$ cat src/rtl/gpio_seq_ctrl_pkg.sv
// Shared types for the GPIO step sequencer: FSM state encoding, step record and the masked-write helper.
package gpio_seq_ctrl_pkg;

  localparam int GPIO_W         = 32;
  // Widest hold delay a step can carry; the DLY_W parameter must not exceed it.
  localparam int STEP_DLY_MAX_W = 32;

  localparam logic [1:0] ST_IDLE = 2'd0;
  localparam logic [1:0] ST_RUN  = 2'd1;
  localparam logic [1:0] ST_HOLD = 2'd2;

  typedef enum logic [1:0] {
    S_IDLE = ST_IDLE,
    S_RUN  = ST_RUN,
    S_HOLD = ST_HOLD
  } state_e;

  typedef struct packed {
    logic [GPIO_W-1:0]         mask;
    logic [GPIO_W-1:0]         value;
    logic [STEP_DLY_MAX_W-1:0] delay;
  } step_t;

  function automatic logic [GPIO_W-1:0] apply_step(input logic [GPIO_W-1:0] cur, input step_t s);
    return (cur & ~s.mask) | (s.value & s.mask);
  endfunction

endpackage

$ cat src/rtl/gpio_seq_mem.sv
// Step list storage: one write port, one combinational read port.
module gpio_seq_mem
  import gpio_seq_ctrl_pkg::*;
#(
  parameter int DEPTH = 8
) (
  input  logic                       sys_clk,
  input  logic                       we,
  input  logic [$clog2(DEPTH)-1:0]   waddr,
  input  step_t                      wdata,
  input  logic [$clog2(DEPTH)-1:0]   raddr,
  output step_t                      rdata
);

  step_t mem [DEPTH];

  // NOTE: the array has no reset; entries are only read after being written, and leaving
  // storage unreset keeps it mappable onto plain register files or LUT RAM.
  always_ff @(posedge sys_clk) begin
    if (we) begin
      mem[waddr] <= wdata;
    end
  end

  assign rdata = mem[raddr];

endmodule

$ cat src/rtl/gpio_seq_ctrl.sv
// GPIO step sequencer: plays a loaded list of masked writes onto gpio_out with a per-step hold.
// Define GPIO_SEQ_LOOP_EN to add the loop input, which restarts the list instead of finishing.
module gpio_seq_ctrl
  import gpio_seq_ctrl_pkg::*;
#(
  parameter int DEPTH = 8,
  parameter int DLY_W = 16
) (
  input  logic                   sys_clk,
  input  logic                   rst,
`ifdef GPIO_SEQ_LOOP_EN
  input  logic                   loop,
`endif
  input  logic                   step_valid,
  output logic                   step_ready,
  input  logic [GPIO_W-1:0]      step_mask,
  input  logic [GPIO_W-1:0]      step_value,
  input  logic [DLY_W-1:0]       step_delay,
  input  logic                   start,
  input  logic                   abort,
  input  logic                   clear,
  input  logic [GPIO_W-1:0]      gpio_base,
  output logic [GPIO_W-1:0]      gpio_out,
  output logic                   busy,
  output logic                   done,
  output logic [$clog2(DEPTH):0] step_count
);

  localparam int AW = $clog2(DEPTH);
  localparam int CW = AW + 1;

  state_e                    state;
  logic [CW-1:0]             idx;
  logic [STEP_DLY_MAX_W-1:0] hold_cnt;
  logic [AW-1:0]             rd_addr;
  step_t                     wr_step;
  step_t                     rd_step;
  logic                      accept;
  logic                      at_end;
  logic                      advance;
  logic                      restart;
  logic                      loop_en;

`ifdef GPIO_SEQ_LOOP_EN
  assign loop_en = loop;
`else
  assign loop_en = 1'b0;
`endif

  assign step_ready = (state == S_IDLE) && (step_count < CW'(DEPTH));
  assign accept     = step_valid && step_ready && !clear;
  assign busy       = (state != S_IDLE);
  assign at_end     = (idx == step_count);
  // RUN only exists to finish an empty list; HOLD advances once its counter has drained.
  assign advance    = (state == S_RUN) || ((state == S_HOLD) && (hold_cnt == '0));
  assign restart    = loop_en && (state == S_HOLD);
  assign done       = !abort && advance && at_end && !restart;
  assign rd_addr    = ((state == S_IDLE) || at_end) ? '0 : idx[AW-1:0];
  assign wr_step    = '{mask: step_mask, value: step_value, delay: STEP_DLY_MAX_W'(step_delay)};

  gpio_seq_mem #(.DEPTH(DEPTH)) u_mem (
    .sys_clk (sys_clk),
    .we      (accept),
    .waddr   (step_count[AW-1:0]),
    .wdata   (wr_step),
    .raddr   (rd_addr),
    .rdata   (rd_step)
  );

  // NOTE: every register here uses non-blocking assignment so all of them update from the
  // same pre-edge values; a blocking write would leak into later reads within this block.
  always_ff @(posedge sys_clk) begin
    if (rst) begin
      state      <= S_IDLE;
      gpio_out   <= '0;
      step_count <= '0;
      idx        <= '0;
      hold_cnt   <= '0;
    end else begin
      if (accept) begin
        step_count <= step_count + CW'(1);
      end
      case (state)
        S_IDLE: begin
          gpio_out <= gpio_base;
          idx      <= '0;
          if (!abort && start) begin
            if (step_count == '0) begin
              state <= S_RUN;
            end else begin
              gpio_out <= apply_step(gpio_out, rd_step);
              hold_cnt <= rd_step.delay;
              idx      <= CW'(1);
              state    <= S_HOLD;
            end
          end else if (!abort && clear) begin
            step_count <= '0;
          end
        end
        default: begin
          if (abort) begin
            state <= S_IDLE;
          end else if (advance) begin
            if (!at_end || restart) begin
              gpio_out <= apply_step(gpio_out, rd_step);
              hold_cnt <= rd_step.delay;
              idx      <= CW'(rd_addr) + CW'(1);
              state    <= S_HOLD;
            end else begin
              gpio_out <= gpio_base;
              state    <= S_IDLE;
            end
          end else begin
            hold_cnt <= hold_cnt - STEP_DLY_MAX_W'(1);
          end
        end
      endcase
    end
  end

endmodule

$ cat config.mk
export PLATFORM = sky130hd
export DESIGN_NAME = gpio_seq_ctrl
export DESIGN_NICKNAME = d
export VERILOG_FILES = /design/src/rtl/gpio_seq_ctrl_pkg.sv /design/src/rtl/gpio_seq_mem.sv /design/src/rtl/gpio_seq_ctrl.sv
export SDC_FILE = /design/constraint.sdc
export NUM_CORES = 1
export LEC_CHECK = 0
export BUFFER_PORTS_ARGS = -buffer_cell sky130_fd_sc_hd__buf_2
export CAP_MARGIN = 20
export CORE_ASPECT_RATIO = 0.8
export CORE_MARGIN = 2
export CORE_UTILIZATION = 35
export DETAILED_ROUTE_END_ITERATION = 10
export PLACE_DENSITY = 0.51
export REMOVE_ABC_BUFFERS = 1
export SETUP_SLACK_MARGIN = 0.5
export SLEW_MARGIN = 10
export SYNTH_ARGS = -nofsm -noshare
export SYNTH_HDL_FRONTEND = slang
export SYNTH_SLANG_ARGS = --single-unit
$ cat constraint.sdc
create_clock -name sys_clk -period 14.2 [get_ports sys_clk]
set_input_delay 0.71 -clock sys_clk [delete_from_list [all_inputs] [get_ports sys_clk]]
set_output_delay 0.71 -clock sys_clk [all_outputs]
set_load 0.02 [all_outputs]
==> results.yml <==
cells_and_area:
  final_layout_size_suffix_gt1_share_pct: 20.1
  most-common-layout-cells: "sky130_fd_sc_hd__edfxtp_1, sky130_fd_sc_hd__nand2_1, sky130_fd_sc_hd__a21oi_1"
  finish.cell_count_without_fillers: 3218
  finish.net_count: 2189
  layout.cells.most_common: "sky130_fd_sc_hd__edfxtp_1"
  final_cell_area_um2: 33400
  area_growth_pct: 16.3
global_routing:
  grt_max_degree: 61
  wire_length_of_the_first_global_routing_pass_um: 121000
  track_usage_pct: 19.8
  grt_overflow_total: 0
  number_of_global_route_vias_before_repair: 17600
  number_of_antenna_violations_at_the_first_check_in_global_routing: 17
setup_path:
  crit_arrival_ns: 5.43
  cp.required_ns: 14.71
  rr_endpoint: "gpio_out[27]$_SDFFE_PP0P_"
  cp_max_fo: 52
  r2r_setup_slack_ns: 9.28
  cp_launch_type: "flip-flop"
  timing.critical_path.to_type: "flip-flop"
  r2r-start: "idx[0]$_SDFFE_PP0P_"
  worstSetupPathType: "reg2reg"
  r2r_cells: 10
timing:
  finalSetupViolations: 0
  clock.fmax_ghz: 0.203
  timing.hold.ws_ns: 0.363
  worst-slew-pin-transition_ns: 1.10
  relSlewSlack_pct: 26.5
  grt_setup_unrepaired: "no"
  finalHoldViolCount: 0
  fin_crit_ns: 4.92
  skew_ns: 0.0292
  maxSlewViolCount: 0
  totalNegativeSetupSlack_ns: 0
  final.period_utilization_pct: 34.6
synth:
  yosysWarnings: 0
  async_flop_share_pct: 0
  synth-edff-count: 640
  avgSynthCellArea_um2: 14.9
  mappedNetlistArea_um2: 28700
  synth_cell_type_count: 76
  syn-instance-count: 1922
  yosysSeqAreaShare_pct: 72.2
  ys_dominant_reg_cell: "sky130_fd_sc_hd__edfxtp_1"
  synth-seq-cells: 714
floorplan:
  die_width_um: 324
  pin_count: 157
  num_rows: 93
  core_region_area_um2: 80900
  initial_utilization_pct: 35.5
  die-area_um2: 84300
  die_h_um: 260
routing:
  detail_route.drc_violations: 0
  dr.pass1.iters: 7
  wl_per_cell_um: 26.1
  initialDrtViolationCount: 1618
  ant_nets: 0
  dr_vias: 17800
  wirelength_um: 83900
  route.detailed.vias_per_inst: 5.53
min_path:
  timing.hold.worst_endpoint: "u_mem.mem[4][58]$_DFFE_PP_"
  holdCritStartpoint: "step_mask[10]"
  hp-class: "in2reg"
  worstHoldPathCells: 1
cts:
  cts.sinks: 714
  clkLatencyLatePin_ns: 0.62
  numCtsBuffers: 73
  clockBufferDepth: 3
  cts_tree: "built"
  number_of_gates_resized_after_cts: 0
  post_cts.repair.setup_buffers: 0
  h_tree_lvls: 3
  clock-root-buffer: "sky130_fd_sc_hd__clkbuf_16"
  clk_pin_slew_ns: 0.06
  cts_hold_buffers: 0
placement:
  gp_congestion: 0.815
  dpl-instance-area_um2: 30700
  place_hpwl_um: 46200
  cell_total_after_placement: 3084
  numPortBuffers: 156
status:
  outcome: "complete, no violations"
power_and_ir_drop:
  worst_ir_drop_vdd_v: 0.0000935
  leakagePower_uw: 0.0108
  pwr_density_cell_nw_per_um2: 142
job:
  timing.max_cap.violations: 0
[cells in the mapped netlist, types with 5 or more instances]
master | count | area [um^2]
sky130_fd_sc_hd__a211oi_1 | 13 | 97.6
sky130_fd_sc_hd__a21boi_0 | 32 | 240
sky130_fd_sc_hd__a21oi_1 | 164 | 821
sky130_fd_sc_hd__a22oi_1 | 6 | 45.0
sky130_fd_sc_hd__a31oi_1 | 37 | 231
sky130_fd_sc_hd__a41oi_1 | 33 | 289
sky130_fd_sc_hd__and2_1 | 5 | 31.3
sky130_fd_sc_hd__buf_1 | 16 | 60.1
sky130_fd_sc_hd__buf_2 | 24 | 120
sky130_fd_sc_hd__clkbuf_1 | 80 | 300
sky130_fd_sc_hd__dfxtp_1 | 74 | 1480
sky130_fd_sc_hd__edfxtp_1 | 640 | 19200
sky130_fd_sc_hd__inv_1 | 12 | 45.0
sky130_fd_sc_hd__mux2_2 | 5 | 56.3
sky130_fd_sc_hd__mux2i_1 | 83 | 831
sky130_fd_sc_hd__mux4_2 | 35 | 788
sky130_fd_sc_hd__nand2_1 | 174 | 653
sky130_fd_sc_hd__nand2b_1 | 37 | 231
sky130_fd_sc_hd__nand3_1 | 45 | 225
sky130_fd_sc_hd__nor2_1 | 96 | 360
sky130_fd_sc_hd__nor3_1 | 18 | 90.1
sky130_fd_sc_hd__nor3b_1 | 6 | 45.0
sky130_fd_sc_hd__nor4_1 | 8 | 50.1
sky130_fd_sc_hd__o21ai_0 | 12 | 60.1
sky130_fd_sc_hd__o21ba_1 | 23 | 230
sky130_fd_sc_hd__o21ba_2 | 9 | 90.1
sky130_fd_sc_hd__o221a_2 | 32 | 360
sky130_fd_sc_hd__o22ai_1 | 51 | 319
sky130_fd_sc_hd__o32ai_1 | 33 | 289
sky130_fd_sc_hd__or3_1 | 10 | 62.6
sky130_fd_sc_hd__or4_1 | 10 | 75.1
sky130_fd_sc_hd__xnor2_1 | 20 | 175
sky130_fd_sc_hd__xor2_1 | 5 | 43.8
[area by class of cell]
| type | count | area (um^2) |
|---|---|---|
| antenna | 1 | 2.50 |
| clock buffer | 101 | 2100 |
| clock inverter | 32 | 519 |
| fill | 7344 | 47500 |
| inverter | 13 | 48.8 |
| multi-input combinational | 1068 | 7530 |
| sequential | 714 | 20700 |
| tap | 1092 | 1370 |
| timing repair buffer | 197 | 1090 |
[worst max-delay path by stage]
stage / from / end / slack [ns]
after CTS: idx[0]$_SDFFE_PP0P_ / gpio_out[27]$_SDFFE_PP0P_ / 9.30
after global routing: idx[0]$_SDFFE_PP0P_ / gpio_out[27]$_SDFFE_PP0P_ / 8.98
after floorplan: idx[0]$_SDFFE_PP0P_ / gpio_out[0]$_SDFFE_PP0P_ / 0.80
after detailed placement: idx[0]$_SDFFE_PP0P_ / gpio_out[27]$_SDFFE_PP0P_ / 9.33
final: idx[0]$_SDFFE_PP0P_ / gpio_out[27]$_SDFFE_PP0P_ / 9.28
after global placement: idx[2]$_SDFFE_PP0P_ / gpio_out[27]$_SDFFE_PP0P_ / 9.54
[critical path: stages, from the launching register on]
cell	delay, ns
sky130_fd_sc_hd__dfxtp_4	0.70
sky130_fd_sc_hd__xnor2_1	0.21
sky130_fd_sc_hd__a41oi_2	0.70
sky130_fd_sc_hd__nand2_1	0.72
sky130_fd_sc_hd__inv_2	0.71
sky130_fd_sc_hd__buf_4	0.76
sky130_fd_sc_hd__a21oi_1	0.10
sky130_fd_sc_hd__o221a_2	0.17
sky130_fd_sc_hd__a41oi_1	0.34
sky130_fd_sc_hd__a21oi_1	0.09
sky130_fd_sc_hd__o32ai_1	0.29
[sequential cells by signal (all words and copies together) (netlist names)]
register and count:
u_mem.mem 640, idx 4, hold_cnt 32, gpio_out 32, state 2, step_count 4
[logic make-up (layout without fill, tap and decap cells)]
kind of cell	Yosys count	count (layout)	synth area share, %
flip-flops	714	714	72.2
AO/OA/AOI/OAI	482	482	11.9
AND/OR/NAND/NOR	434	434	7.10
buffers and inverters	140	343	2.05
multiplexers	123	123	5.84
XOR/XNOR	25	25	0.763
adder cells (fa/ha/maj)	4	4	0.174
other	0	1	0
[per-layer routing]
layer / GRT usage, % / wire length [um] / part of all wire [%] / vias to the layer above
li1: - / - / - / 7879
met4: 4.98 / 1710 / 2.0 / 26
met1: 28.4 / 38200 / 46 / 9109
met5: 0 / 160 / 0.19 / -
met2: 30.4 / 37800 / 45 / 632
met3: 4.57 / 5990 / 7.1 / 138
[power breakdown]
| part | total (uW) | internal [uW] | switching, uW |
|---|---|---|---|
| clock | 2090 | 1290 | 801 |
| combinational | 316 | 115 | 201 |
| sequential | 2350 | 2320 | 24.8 |
[through the flow]
stage | power, uW | util [%] | setup slack (ns)
global placement | 2700 | 38.0 | 9.54
CTS | 4790 | 41.3 | 9.30
detailed placement | 2710 | 38.0 | 9.33
global route | 4900 | 41.3 | 8.98
finish | 4750 | 41.3 | 9.28
floorplan | 2590 | - | 0.801
Power figures use the tool's default switching activity.
